### src/rtl/jt900h_irqgen_pkg.sv
// Shared definitions for the jt900h interrupt/DMA request generator:
// control/status field positions, idle count value and vector helper.
package jt900h_irqgen_pkg;

  localparam int unsigned CNT_MSB = 15;
  localparam int unsigned CNT_LSB = 8;
  localparam int unsigned DMA_BIT = 7;
  localparam int unsigned IRQ_BIT = 6;
  localparam int unsigned CH_MSB  = 5;
  localparam int unsigned CH_LSB  = 4;
  localparam int unsigned OVF_BIT = 3;
  localparam int unsigned LVL_MSB = 2;
  localparam int unsigned LVL_LSB = 0;

  // Bit 8 set marks the counter as stopped.
  localparam logic [8:0] CNT_IDLE = 9'h1ff;

  typedef struct packed {
    logic [7:0] cnt;
    logic       dmaen;
    logic       irq;
    logic [1:0] dmach;
    logic       ovf;
    logic [2:0] lvl;
  } status_t;

  function automatic logic [7:0] vector_addr(input logic [2:0] lvl);
    return {3'd1, lvl, 2'd0};
  endfunction

endpackage

### src/rtl/jt900h_irqgen_cnt.sv
// 9-bit countdown: load, optional auto-reload on expiry, stop request,
// and a single-cycle expiry indication while enabled.
module jt900h_irqgen_cnt
  import jt900h_irqgen_pkg::*;
(
  input  logic       rst,
  input  logic       clk,
  input  logic       cen,
  input  logic       load,
  input  logic [7:0] load_val,
  input  logic       stop,
  input  logic       reload,
  input  logic [7:0] rld,
  output logic [8:0] cnt,
  output logic       expire
);

  assign expire = cen & ~cnt[8] & (cnt[7:0] == '0);

  // Load beats stop, stop beats the natural expiry/decrement.
  always_ff @(posedge clk or posedge rst) begin
    if (rst) begin
      cnt <= CNT_IDLE;
    end else if (cen) begin
      if (load) begin
        cnt <= {1'b0, load_val};
      end else if (stop) begin
        cnt[8] <= 1'b1;
      end else if (!cnt[8]) begin
        if (cnt[7:0] == '0)
          cnt <= reload ? {1'b0, rld} : CNT_IDLE;
        else
          cnt <= cnt - 9'd1;
      end
    end
  end

endmodule

### src/rtl/jt900h_irqgen.sv
// Memory-mapped interrupt/DMA request responder for the jt900h CPU:
// programmable countdown raising irq at a set level, optional periodic reload.
module jt900h_irqgen
  import jt900h_irqgen_pkg::*;
#(
  parameter logic [22:0] ADDR   = 23'h7ff8,
  parameter logic [2:0]  DMALVL = 3'd6
) (
  input  logic        rst,
  input  logic        clk,
  input  logic        cen,
  input  logic [22:0] addr,
  input  logic [15:0] din,
  input  logic [1:0]  we,
  input  logic        rd,
  output logic [15:0] dout,
  output logic        irq,
  input  logic        irq_ack,
  output logic [2:0]  int_lvl,
  output logic [7:0]  int_addr,
  output logic [1:0]  dmach,
  output logic        dmaen,
  input  logic        dma_done
);

  logic       hit;
  logic       wr;
  logic       wr_cnt;
  logic [7:0] rld;
  logic [2:0] lvl;
  logic       ovf;
  logic [8:0] cnt;
  logic       expire;
  status_t    status;

  assign hit    = (addr == ADDR);
  assign wr     = hit & (|we);
  assign wr_cnt = hit & we[1];

  jt900h_irqgen_cnt u_cnt (
    .rst      (rst),
    .clk      (clk),
    .cen      (cen),
    .load     (wr_cnt),
    .load_val (din[CNT_MSB:CNT_LSB]),
    .stop     (dma_done),
    .reload   (dmaen),
    .rld      (rld),
    .cnt      (cnt),
    .expire   (expire)
  );

  assign status   = {cnt[7:0], dmaen, irq, dmach, ovf, lvl};
  assign int_lvl  = dmaen ? DMALVL : lvl;
  assign int_addr = vector_addr(int_lvl);

  always_ff @(posedge clk or posedge rst) begin
    if (rst) begin
      dmaen <= 1'b0;
      dmach <= '0;
      lvl   <= '0;
      rld   <= '0;
      irq   <= 1'b0;
      ovf   <= 1'b0;
      dout  <= '0;
    end else if (cen) begin
      if (wr && we[0]) begin
        dmaen <= din[DMA_BIT];
        dmach <= din[CH_MSB:CH_LSB];
        lvl   <= din[LVL_MSB:LVL_LSB];
      end
      if (wr_cnt)
        rld <= din[CNT_MSB:CNT_LSB];
      else if (dma_done)
        rld <= '0;
      // An expiry while irq is still pending is recorded as an overrun.
      if (wr) begin
        irq <= 1'b0;
        ovf <= 1'b0;
      end else if (expire) begin
        irq <= 1'b1;
        ovf <= irq;
      end else if (irq_ack) begin
        irq <= 1'b0;
      end
      dout <= (hit && rd) ? status : '0;
    end
  end

endmodule

### config.mk
export PLATFORM = sky130hd
export DESIGN_NAME = jt900h_irqgen
export DESIGN_NICKNAME = d
export VERILOG_FILES = /design/src/rtl/jt900h_irqgen_pkg.sv /design/src/rtl/jt900h_irqgen_cnt.sv /design/src/rtl/jt900h_irqgen.sv
export SDC_FILE = /design/constraint.sdc
export NUM_CORES = 1
export LEC_CHECK = 0
export CORE_UTILIZATION = 45
export CTS_BUF_LIST = sky130_fd_sc_hd__clkbuf_8
export DETAILED_ROUTE_END_ITERATION = 7
export PLACE_DENSITY = 0.92
export SETUP_SLACK_MARGIN = 0.05
export SYNTH_ARGS = -nofsm -noshare
export SYNTH_HDL_FRONTEND = slang
export SYNTH_SLANG_ARGS = --single-unit
export TNS_END_PERCENT = 100
### constraint.sdc
create_clock -name clk -period 3.1 [get_ports clk]
set_clock_uncertainty 0.1 [all_clocks]
set_input_delay 0.465 -clock clk [delete_from_list [all_inputs] [get_ports clk]]
set_output_delay 0.465 -clock clk [all_outputs]
set_load 0.02 [all_outputs]
; ---- Word-level counts from Yosys, hierarchy flattened
; Cells that the tools add are included.
[word_totals]
ff_bits = 41
input_bits = 47
out_inout_bits = 31
word_cells = 45
[op_classes]
n_addsub = 1
eq_ne = 3
n_mux = 15
bitwise_logic = 5
n_reduce_logical = 12
[op_table]
columns = cell, n
row1 = 2-to-1 mux 9 bit, 4
row2 = 2-to-1 mux 8 bit, 3
row3 = "== test 23 x 15 -> 1 bit, second input constant", 1
row4 = 2-to-1 mux 16 bit, 1
row5 = "subtractor 9 x 1 -> 9 bit, second input constant", 1
row6 = zero test 8 bit, 1
row7 = AND reduction 2 bit, 4
row8 = 2-to-1 mux 1 bit, 6
row9 = bitwise AND 1 bit, 4
row10 = "inequality test 2 x 1 -> 1 bit, second input constant", 2
row11 = nonzero test 2 bit, 2
row12 = 2-to-1 mux 3 bit, 1
row13 = AND reduction 3 bit, 1
row14 = nonzero test 3 bit, 1
row15 = logical AND 1 bit, 2
row16 = OR reduction 2 bit, 1
row17 = NOT 1 bit, 1

; ---- Depth between registers and ports, before layout
[logic_depth]
depth_word = 5
ltp_mapped = 8

; ---- Modules after synthesis
; From an unflattened synthesis, not the netlist that was laid out.
[hier_totals]
cells_unflattened = 218
area_unflattened_um2 = 2175.8
[modules_own_cells]
columns = mod, instances, cells_per_inst, area_each_um2, seq_area_each_um2
row1 = jt900h_irqgen, 1, 136, 1477.7, 800.8
row2 = jt900h_irqgen_cnt, 1, 82, 698.2, 236.5

; ---- Worst setup path before layout
; Ideal clock, no wire load.
[synth_path]
kind = reg2reg
startpoint = register u_cnt.cnt[0]
endpoint = register ovf
arrival_time_ns = 2.189
t_required_ns = 2.874
path_slack_ns = 0.685
path_stages_with_launch = 9
path_cell_list = dfstp_2 > inv_1 > ha_1 > or4b_4 > or4_4 > buf_6 > nor2_1 > and3b_1 > a221o_1
[synth_via]
elab_chain_len = 4
[synth_rtl]
columns = item, line
row1 = start: declaration, jt900h_irqgen_cnt.sv:14  ; output logic [8:0] cnt,
row2 = start signal: assignment, jt900h_irqgen_cnt.sv:26  ; cnt <= {1'b0, load_val};
row3 = start signal: assignment, jt900h_irqgen_cnt.sv:31  ; cnt <= reload ? {1'b0, rld} : CNT_IDLE;
row4 = start signal: assignment, jt900h_irqgen_cnt.sv:33  ; cnt <= cnt - 9'd1;
row5 = zero test 8 bit, jt900h_irqgen_cnt.sv:18  ; assign expire = cen & ~cnt[8] & (cnt[7:0] == '0);
row6 = bitwise AND 1 bit, jt900h_irqgen_cnt.sv:18
row7 = nonzero test 2 bit (no line), --
row8 = AND reduction 2 bit (no line), --
row9 = end signal: assignment, jt900h_irqgen.sv:82  ; ovf <= irq;
row10 = end: declaration, jt900h_irqgen.sv:31  ; logic ovf;
; Every way passes these cells.
; A chain may end at the register's enable or synchronous reset.

; ---- Final worst setup path
[layout_path]
startpoint = input addr[1]
endpoint = register rld[6]
[layout_via]
elab_chain_len = 4
elab_cells_between_ends = 5
classes_between = 1 x eq/ne / 1 x mux / 1 x bitwise / 2 x reduce/logical
[layout_rtl]
columns = item, line
row1 = start: declaration, jt900h_irqgen.sv:12  ; input logic [22:0] addr,
row2 = == test 23 x 15 -> 1 bit (*), jt900h_irqgen.sv:36  ; assign hit = (addr == ADDR);
row3 = bitwise AND 1 bit (*), jt900h_irqgen.sv:38  ; assign wr_cnt = hit & we[1];
row4 = nonzero test 2 bit (no line), --
row5 = AND reduction 2 bit (no line), --
row6 = end signal: assignment, jt900h_irqgen.sv:73  ; rld <= din[CNT_MSB:CNT_LSB];
row7 = end: declaration, jt900h_irqgen.sv:29  ; logic [7:0] rld;
; Mark *: on every way between the ends. The rest lies on a longest branch, timed or not.

==> flow_summary.ini <==
[run_status]
outcome = finished, final reports clean

[final_layout]
final_cell_mix = 70 x clkdlybuf4s50_1, 32 x dfrtp_1, 15 x a22o_1
diodes = 0
fin_area_um2 = 2860
final_nets = 299
drive_gt1_frac = 0.143
fin_util = 0.653
final_common_cell = clkdlybuf4s50_1
synthToLayoutAreaGrowth_pct = 38.6

[timing]
hold_viol = 0
rsz0062_at_grt = false
final.setup.tns_ns = 0
fin_crit_sh = 0.839
period_needed_ns = 2.60
setup_viol = 0
drv_slew = 0
slew_headroom = 0.568
fmax_ghz = 0.384
worst_pin_slew_ns = 0.643

[placed_design]
place_congestion = 0.923
portBuffers = 70
dp_hpwl_mm = 3.69
placed_cell_area_um2 = 2760

[floorplan]
start_util = 0.471
die-area_um2 = 4870
die_w_um = 69.8
core_area_um2 = 4380
fp-row-count = 24
io-pin-count = 78
die_h_um = 69.8

[worst_setup_path]
crit_path_end = rld[6]
crit_chain = clkdlybuf4s50_1, or4_1, nor4_2, and3_1, o21ai_1, a32o_1
startpoint_type = input pin
reg2reg_from = u_cnt.cnt[0]
timing.rr.end = ovf
max_stage_delay_ns = 0.54
worstPathRequired_ns = 3.18
arrival_ns = 2.68
setup.worst_path.end_class = flop
crit_fanout = 8
crit_start = addr[1]
crit_slowest_cell = or4_1
r2r_slack_ns = 0.52
worstRegToRegCells = 7
crit_type = in -> reg

[clocking]
cts_htree_levels = 2
path_clk_slew_ns = 0.08
clk-insertion-delay-late_ns = 0.29
root_buffer = clkbuf_8
holdBufCountCts = 0
clock-sinks = 41
post_cts_buffers = 0
cts_tree = yes
post_cts_resized = 0
cts_buffer_depth = 2
cts_buffers = 5

[yosys]
ys_types = 47
yosysWarnings = 0
seq_area_frac_synth = 0.502
synth_edf_count = 0
postSynthAreaPerCell_um2 = 11.2
syn-instance-count = 185
ys.flop_type = dfrtp_1
ys_ff_latch = 41
syn-cell-area_um2 = 2070
async_flop_share = 1.00

[power_and_ir_drop]
p_clk_frac = 0.342
p_switching_mw = 0.314
power.density_nw_per_um2 = 429
swShare = 0.255
power_frac_seq = 0.510
comb_power_share = 0.148
peakVddDrop_mv = 0.193
p_leak_nw = 1.18
intPower_mw = 0.915
p_total_mw = 1.23

[routing]
wl_per_cell_um = 16.8
drt-pass1-iter-count = 4
routed_wl_mm = 5.09
num_vias = 1768
ant_nets = 0
drt_iter0_drc = 207
drcViolationCount = 0
vias_per_cell = 5.82

[global_routing]
gr-usage-all-layers = 0.228
antenna_found_initial = 0
grt_pass1_vias = 1832
grt_pass1_wl_mm = 8.75
grt_max_degree = 42
grt_overflow = 0

[run]
cap_violations = 0

[min_path]
hp-class = reg -> reg
-- sequential cells by signal, indices dropped and copies added, names as in the netlist --
register   flops
ovf            1
dmach          2
dmaen          1
irq            1
rld            8
lvl            3
dout          16
u_cnt.cnt      9
-- metrics by stage --
stage               worst slack (ns)  hold slack (ns)  std cells
finish                         0.499            0.396        304
global route                   0.330            0.418        304
CTS                            0.498            0.397        304
detailed placement             0.220            0.375        296
global placement               0.264            0.371        296
floorplan                      0.685            0.348        188
-- critical path: cells and delay by family --
family | cells | cell delay (ns)
AND/OR/NAND/NOR | 3 | 1.30
AO/OA/AOI/OAI | 2 | 0.53
buffers and inverters | 1 | 0.39
-- synthesized netlist by cell type, types with 2 or more instances --
master / number / area [um^2]
xnor2_1: 3 / 26.3
nor3b_1: 7 / 52.6
clkbuf_1: 6 / 22.5
or2_2: 2 / 12.5
o2bb2ai_1: 7 / 61.3
and3_1: 2 / 12.5
buf_4: 9 / 67.6
conb_1: 2 / 7.51
nor2_1: 13 / 48.8
a221o_1: 2 / 20.0
a21oi_1: 4 / 20.0
buf_2: 3 / 15.0
nor2b_1: 2 / 12.5
a22o_1: 15 / 131
nand2_1: 8 / 30.0
mux2_2: 6 / 67.6
a2111o_1: 5 / 56.3
buf_6: 3 / 33.8
nor3_1: 4 / 20.0
inv_1: 4 / 15.0
nand3b_1: 2 / 15.0
a31oi_1: 7 / 43.8
or4_1: 3 / 22.5
dfstp_2: 9 / 236
dfrtp_1: 32 / 801
nand4_1: 3 / 18.8
o21bai_1: 2 / 15.0
-- routing by layer --
| layer | GRT usage | vias up | wire [um] |
|---|---|---|---|
| li1 | - | 820 | - |
| met1 | 0.270 | 855 | 2050 |
| met2 | 0.400 | 78 | 2630 |
| met3 | 0.0552 | 15 | 297 |
| met4 | 0.0867 | 0 | 114 |
| met5 | 0 | - | 0 |
-- area by class of cell --
type	count	area [um^2]
clock buffer	5	68.8
clock inverter	3	38.8
multi-input combinational	121	882
fill	348	1520
sequential	41	1040
inverter	5	18.8
tap	52	65.1
timing repair buffer	77	753
-- worst min path at each step --
stage | start | endpoint | slack [ns] | depth (start not counted)
3_3_place_gp | rld[7] | rld[7] | 0.37 | 1
3_5_place_dp | rld[0] | rld[0] | 0.37 | 1
2_1_floorplan | rld[7] | rld[7] | 0.35 | 1
5_1_grt | rld[0] | rld[0] | 0.42 | 1
6_report | rld[7] | rld[7] | 0.40 | 1
4_1_cts | rld[0] | rld[0] | 0.40 | 1
-- cells by family after synthesis --
family,synth area share
buffers and inverters,0.0763
multiplexers,0.0327
AO/OA/AOI/OAI,0.205
other,0.00364
adder cells (fa/ha/maj),0.00606
XOR/XNOR,0.0127
AND/OR/NAND/NOR,0.161
flip-flops,0.502
-- power groups by stage --
| stage | registers (mW) | clock network (mW) | logic [mW] |
|---|---|---|---|
| after floorplan | 0.614 | 0 | 0.124 |
| after global placement | 0.631 | 0 | 0.173 |
| after detailed placement | 0.633 | 0 | 0.180 |
| after CTS | 0.624 | 0.426 | 0.182 |
| after global routing | 0.630 | 0.450 | 0.202 |
| final | 0.627 | 0.421 | 0.181 |
(Power assumes the default switching activity.)
